File: config.mk
export PLATFORM = sky130hd
export DESIGN_NAME = key_repeat_bank
export DESIGN_NICKNAME = d
export VERILOG_FILES = /design/src/rtl/key_pkg.sv /design/src/rtl/key_channel.sv /design/src/rtl/key_repeat_bank.sv
export SDC_FILE = /design/constraint.sdc
export NUM_CORES = 1
export LEC_CHECK = 0
export ABC_AREA = 1
export BUFFER_PORTS_ARGS = -buffer_cell sky130_fd_sc_hd__buf_4
export CAP_MARGIN = 40
export CORE_MARGIN = 2
export CORE_UTILIZATION = 60
export DETAILED_ROUTE_END_ITERATION = 10
export PLACE_DENSITY = 0.76
export SLEW_MARGIN = 10
export SYNTH_ARGS = -nofsm -noshare
export SYNTH_HDL_FRONTEND = slang
export SYNTH_SLANG_ARGS = --single-unit
File: constraint.sdc
create_clock -name CLK_25M -period 2.1 [get_ports CLK_25M]
set_input_delay 0.63 -clock CLK_25M [delete_from_list [all_inputs] [get_ports CLK_25M]]
set_output_delay 0.63 -clock CLK_25M [all_outputs]
set_load 0.02 [all_outputs]
File: src/rtl/key_pkg.sv
`default_nettype none
// ============================================================================
// Module   : key_pkg
// Purpose  : Shared types and constants for the key_repeat_bank input front end.
// Revision : 1.0 - initial release
// ============================================================================
package key_pkg;

   typedef enum logic [1:0] {
      IDLE       = 2'd0,
      WAIT       = 2'd1,
      REPEAT     = 2'd2,
      REPEAT_OFF = 2'd3
   } key_state_t;

   // Default timings for a 25 MHz clock: 10 ms debounce, 200 ms delay, 50 ms period.
   localparam int c_N_KEYS_DEF        = 8;
   localparam int c_DEBOUNCE_CYC_DEF  = 250000;
   localparam int c_REPEAT_DELAY_DEF  = 5000000;
   localparam int c_REPEAT_PERIOD_DEF = 1250000;
   localparam int c_CNT_W_DEF         = 23;

   localparam int KEY_LEFT     = 0;
   localparam int KEY_RIGHT    = 1;
   localparam int KEY_ROTATE   = 2;
   localparam int KEY_DROP     = 3;
   localparam int KEY_RESET    = 4;
   localparam int KEY_START    = 5;
   localparam int KEY_PAUSE    = 6;
   localparam int KEY_CONTINUE = 7;

endpackage
`default_nettype wire

File: src/rtl/key_channel.sv
`default_nettype none
// ============================================================================
// Module   : key_channel
// Purpose  : One key: 2-flop synchroniser, debouncer and hold-to-repeat FSM.
// Revision : 1.0 - initial release
// ============================================================================
module key_channel
   import key_pkg::*;
#(
   parameter int ACTIVE_LOW    = 1,
   parameter int DEBOUNCE_CYC  = c_DEBOUNCE_CYC_DEF,
   parameter int REPEAT_DELAY  = c_REPEAT_DELAY_DEF,
   parameter int REPEAT_PERIOD = c_REPEAT_PERIOD_DEF,
   parameter bit REPEAT_EN     = 1'b0,
   parameter int CNT_W         = c_CNT_W_DEF
) (
   input  logic clk_i,
   input  logic rst_i,
   input  logic key_raw_i,
   input  logic enable_i,
   output logic level_o,
   output logic press_o,
   output logic release_o
);

   localparam logic             c_RELEASED = (ACTIVE_LOW != 0);
   localparam logic [CNT_W-1:0] c_DEB_LAST = CNT_W'(DEBOUNCE_CYC - 1);
   localparam logic [CNT_W-1:0] c_DLY_LAST = CNT_W'(REPEAT_DELAY - 1);
   localparam logic [CNT_W-1:0] c_PER_LAST = CNT_W'(REPEAT_PERIOD - 1);

   logic [1:0]       sync_q;
   logic             sample;
   logic             stable_q, stable_d;
   logic [CNT_W-1:0] dcnt_q, dcnt_d;
   logic [CNT_W-1:0] rcnt_q, rcnt_d;
   key_state_t       state_q, state_d;
   logic             commit, press_evt, release_evt, fire;
   logic             press_q, press_d;
   logic             release_q, release_d;

   // Normalised so that 1 always means pressed.
   assign sample = sync_q[1] ^ c_RELEASED;

   always_comb begin
      stable_d = stable_q;
      dcnt_d   = dcnt_q;
      commit   = 1'b0;
      if (sample == stable_q) begin
         dcnt_d = '0;
      end else if (dcnt_q == c_DEB_LAST) begin
         stable_d = sample;
         dcnt_d   = '0;
         commit   = 1'b1;
      end else begin
         dcnt_d = dcnt_q + 1'b1;
      end
   end

   assign press_evt   = commit & sample;
   assign release_evt = commit & ~sample;

   always_comb begin
      state_d = state_q;
      rcnt_d  = rcnt_q;
      fire    = 1'b0;
      case (state_q)
         IDLE: begin
            if (press_evt) begin
               fire    = 1'b1;
               rcnt_d  = '0;
               state_d = REPEAT_EN ? WAIT : REPEAT_OFF;
            end
         end
         WAIT: begin
            if (rcnt_q == c_DLY_LAST) begin
               fire    = 1'b1;
               rcnt_d  = '0;
               state_d = REPEAT;
            end else begin
               rcnt_d = rcnt_q + 1'b1;
            end
         end
         REPEAT: begin
            if (rcnt_q == c_PER_LAST) begin
               fire   = 1'b1;
               rcnt_d = '0;
            end else begin
               rcnt_d = rcnt_q + 1'b1;
            end
         end
         default: ;
      endcase
      // Release wins over any repeat that falls due on the same edge.
      if (release_evt) begin
         state_d = IDLE;
         rcnt_d  = '0;
         fire    = 1'b0;
      end
   end

   assign press_d   = fire & enable_i;
   assign release_d = release_evt;

   always_ff @(posedge clk_i) begin
      if (rst_i) begin
         sync_q    <= {2{c_RELEASED}};
         stable_q  <= 1'b0;
         dcnt_q    <= '0;
         state_q   <= IDLE;
         rcnt_q    <= '0;
         press_q   <= 1'b0;
         release_q <= 1'b0;
      end else begin
         sync_q    <= {sync_q[0], key_raw_i};
         stable_q  <= stable_d;
         dcnt_q    <= dcnt_d;
         state_q   <= state_d;
         rcnt_q    <= rcnt_d;
         press_q   <= press_d;
         release_q <= release_d;
      end
   end

   assign level_o   = stable_q;
   assign press_o   = press_q;
   assign release_o = release_q;

endmodule
`default_nettype wire

File: src/rtl/key_repeat_bank.sv
`default_nettype none
// ============================================================================
// Module   : key_repeat_bank
// Purpose  : N-key push-button front end with debounce and per-key auto-repeat.
// Revision : 1.0 - initial release
// ============================================================================
module key_repeat_bank
   import key_pkg::*;
#(
   parameter int                N_KEYS        = c_N_KEYS_DEF,
   parameter int                ACTIVE_LOW    = 1,
   parameter int                DEBOUNCE_CYC  = c_DEBOUNCE_CYC_DEF,
   parameter int                REPEAT_DELAY  = c_REPEAT_DELAY_DEF,
   parameter int                REPEAT_PERIOD = c_REPEAT_PERIOD_DEF,
   parameter logic [N_KEYS-1:0] REPEAT_MASK   = N_KEYS'(8'b0000_1011),
   parameter int                CNT_W         = c_CNT_W_DEF
) (
   input  logic              CLK_25M,
   input  logic              Reset,
   input  logic [N_KEYS-1:0] keys_raw,
   input  logic              enable,
   output logic [N_KEYS-1:0] keys_level,
   output logic [N_KEYS-1:0] keys_press,
   output logic [N_KEYS-1:0] keys_release
);

   for (genvar i = 0; i < N_KEYS; i++) begin : g_chan
      key_channel #(
         .ACTIVE_LOW    (ACTIVE_LOW),
         .DEBOUNCE_CYC  (DEBOUNCE_CYC),
         .REPEAT_DELAY  (REPEAT_DELAY),
         .REPEAT_PERIOD (REPEAT_PERIOD),
         .REPEAT_EN     (REPEAT_MASK[i]),
         .CNT_W         (CNT_W)
      ) u_chan (
         .clk_i     (CLK_25M),
         .rst_i     (Reset),
         .key_raw_i (keys_raw[i]),
         .enable_i  (enable),
         .level_o   (keys_level[i]),
         .press_o   (keys_press[i]),
         .release_o (keys_release[i])
      );
   end

endmodule
`default_nettype wire

==> run summary <==
status -> complete, no violations
non-filler cells, final -> 4717
worst skew pair latency -> 0.58 ns
clk slew on worst S/H paths -> 0.05 ns
CP Class -> reg2reg
Crit path largest cell delay -> 0.36 ns
IO Pins -> 35
Final Hold Fails -> 0
Slew Viols, Final -> 0
worst path required time -> 2.62 ns
mux cell area share after synthesis -> 0%
Leak -> 0.01071 µW
PD cells -> 605.3 nW/µm²
area share of xor/xnor cells in the synthesized design -> 2.876%
Initial Util -> 60.53%
TritonCTS Sinks -> 424
antenna viol nets, final -> 0
area share of and/or/nand/nor cells after synthesis -> 44.12%
IO Port Bufs -> 34
routed len/inst -> 12.74 µm
share of post-route cells with drive strength above 1 -> 8.260%
Mapped Area -> 25280 µm²
initial antenna violation count -> 0
register area share after synthesis -> 33.58%
most frequent CP cell -> nand2_2
Setup violations, final -> 0
Nets -> 4203
WL final -> 60110 µm
fin crit period -> 1.964 ns
cells after synthesis -> 4063
vias in the first global route -> 22810
Yosys cell types -> 48
Detailed Route Iter0 Violations -> 1832
area delta synth->final -> 11.42%
Min-Delay Path Depth -> 2
WP depth -> 12
via count -> 24820
Yosys Warn Count -> 0
count of standard-cell rows -> 75
Slew HR -> 65.32%
final clock skew -> 0.01179 ns
Max Cap Viol -> 0
hpwl dp -> 42960 µm
Max Root-Sink Buffers -> 3
compound-gate portion of the synthesized area -> 6.054%
total global-route track usage -> 27.10%
register bit total from synthesis -> 424
WP data arrival -> 2.48 ns
Worst VDD drop -> 0.5625 mV
largest net degree at the start of global routing -> 28
Slew @ Worst Pin -> 0.5155 ns
crit-path cells -> ha_2 > nand2_2 > nor2_4 > nand2_2 > nor2_4 > nand3_2 > nand2_4 > nand2_2 > buf_4 > o21ai_0 > nand2_1 > nor2_1
Core Area -> 41760 µm²
CTS root buf -> clkbuf_16
CP top delay family -> simple AND/OR/NAND/NOR gates
Cells after DPL -> 4622
overall power -> 17050 µW
htree depth -> 2
TritonRoute pass-1 iters -> 5
unrepaired setup endpoints after global routing -> true
Vias/cell -> 5.261
TritonCTS Buffers -> 47
Synthesized Nets -> 4122
Die Y-Extent -> 209.2 µm
main combinational cell family by area after synthesis -> simple AND/OR/NAND/NOR gates
worst-path maximum fanout -> 11
syn_area_per_cell -> 6.221 µm²
Final period util -> 93.52%
Adder-Cell Fraction of Synth Area -> 2.376%
worst-path cell with the longest stage delay -> dfxtp_1
Critical Path End Type -> flop
Post-route DRC -> 0
Die Wd -> 209.2 µm
Overflow after GRT -> 0
GP Congestion -> 0.9796
die area -> 43780 µm²
FMAX -> 509.2 MHz
hold crit path type -> in2reg
wire length of the first global-routing pass -> 102500 µm
CTS tree -> built
CP startpoint kind -> flop
worst reg2reg path depth -> 12
Buf/Inv on CP -> 1
Yosys cell counts, drive strengths merged:
library cell	count	area share, %
a211o	1	0.035
a211oi	4	0.12
a21boi	1	0.030
a21oi	128	2.8
a31oi	5	0.12
and2	2	0.049
buf	76	2.2
clkbuf	27	0.41
clkinv	1	0.015
dfxtp	424	34
ha	48	2.4
inv	564	8.4
nand2	1027	16
nand3	401	8.2
nand3b	16	0.48
nand4	109	2.7
nor2	785	12
nor3	142	2.9
nor3b	24	0.71
nor4	24	0.59
o211ai	4	0.12
o21a	7	0.21
o21ai	95	1.9
o21bai	17	0.50
o221ai	2	0.069
o22ai	3	0.074
o31ai	1	0.030
or2	41	1.0
or3	1	0.025
xnor2	20	0.69
xor2	63	2.2
placed cells by master (no fill, tap or decap), types with 14 or more instances in the layout:
master and n:
buf_4 122, nand2_4 14, or2_2 41, nor2_1 761
o21ai_0 84, a21oi_1 120, ha_1 47, nand2_2 17
nand2_1 995, o21bai_1 17, nor2_2 16, xnor2_1 20
clkbuf_16 49, nand3b_1 16, inv_1 554, nor3b_1 24
dfxtp_1 422, nand4_1 109, nor3_1 139, nor4_1 24
nand3_1 387, xor2_1 63
cells by family after synthesis:
| group | count (synthesis) |
|---|---|
| XOR/XNOR | 83 |
| buffers and inverters | 668 |
| flip-flops | 424 |
| AND/OR/NAND/NOR | 2572 |
| adder cells (fa/ha/maj) | 48 |
| AO/OA/AOI/OAI | 268 |
worst paths after layout:
path | start | end | slack [ns]
worst max-delay path | g_chan[1].u_chan.dcnt_q[1] | g_chan[1].u_chan.rcnt_q[4] | 0.14
worst min register to register | g_chan[1].u_chan.sync_q[0] | g_chan[1].u_chan.sync_q[1] | 0.41
worst min-delay path | keys_raw[1] | g_chan[1].u_chan.sync_q[0] | 0.23
worst max register to register | g_chan[1].u_chan.dcnt_q[1] | g_chan[1].u_chan.rcnt_q[4] | 0.14
sequential cells by signal, summed over array words and instances (netlist names):
signal                   count
g_chan.u_chan.dcnt_q       184
g_chan.u_chan.level_o        8
g_chan.u_chan.press_o        8
g_chan.u_chan.rcnt_q       184
g_chan.u_chan.sync_q        16
g_chan.u_chan.release_o      8
g_chan.u_chan.state_q       16
per-stage QoR:
| stage | hold slack, ns | TNS (ns) | cell area, µm² | setup slack [ns] | utilization [%] |
|---|---|---|---|---|---|
| 2_1_floorplan | 0.3895 | 0 | 25280 | 0.2354 | - |
| 3_3_place_gp | 0.3899 | 0 | 26310 | 0.06757 | 63.00 |
| 3_5_place_dp | 0.3975 | 0 | 26310 | 0.01591 | 63.00 |
| 4_1_cts | 0.2024 | 0 | 27890 | 0.009017 | 66.79 |
| 5_1_grt | 0.2257 | -0.1830 | 28160 | -0.04394 | 67.43 |
| 6_report | 0.2298 | 0 | 28160 | 0.1362 | 67.44 |
layer usage:
metal / vias up / track usage, % / part of all wire, %
met5: - / 0 / 0
met4: 0 / 8.966 / 2.4
met3: 110 / 3.336 / 4.7
met2: 560 / 46.17 / 46
met1: 11140 / 35.66 / 47
li1: 13010 / - / -
worst reg2reg max path: stages, from the launching register on:
cell,delay [ns]
dfxtp_1,0.36
ha_2,0.20
nand2_2,0.08
nor2_4,0.11
nand2_2,0.09
nor2_4,0.15
nand3_2,0.16
nand2_4,0.15
nand2_2,0.11
buf_4,0.20
o21ai_0,0.16
nand2_1,0.06
nor2_1,0.07
area by class of cell:
type	count	area [µm²]
fillers	3875	13600
clock inverters	21	272.8
multi-input cells	2971	14170
flip-flops and latches	424	8491
clock buffers	61	1311
repair buffers	133	1101
diodes	1	2.502
inverters	565	2125
repair inverters	2	15.01
well taps	539	674.4
what timing repair did:
action                     CTS  global route
gates resized for setup      0            50
buffers inserted             0            10
hold endpoints to repair     0             0
setup endpoints to repair    0           143
hold buffers                 0             0
power breakdown:
| part | total [µW] | switching [µW] | internal, µW |
|---|---|---|---|
| Sequential | 8100 | 27.5 | 8080 |
| Combinational | 428 | 276 | 151 |
| Clock | 8510 | 3390 | 5130 |
| Total | 17000 | 3690 | 13400 |
Power figures use the tool's default switching activity.
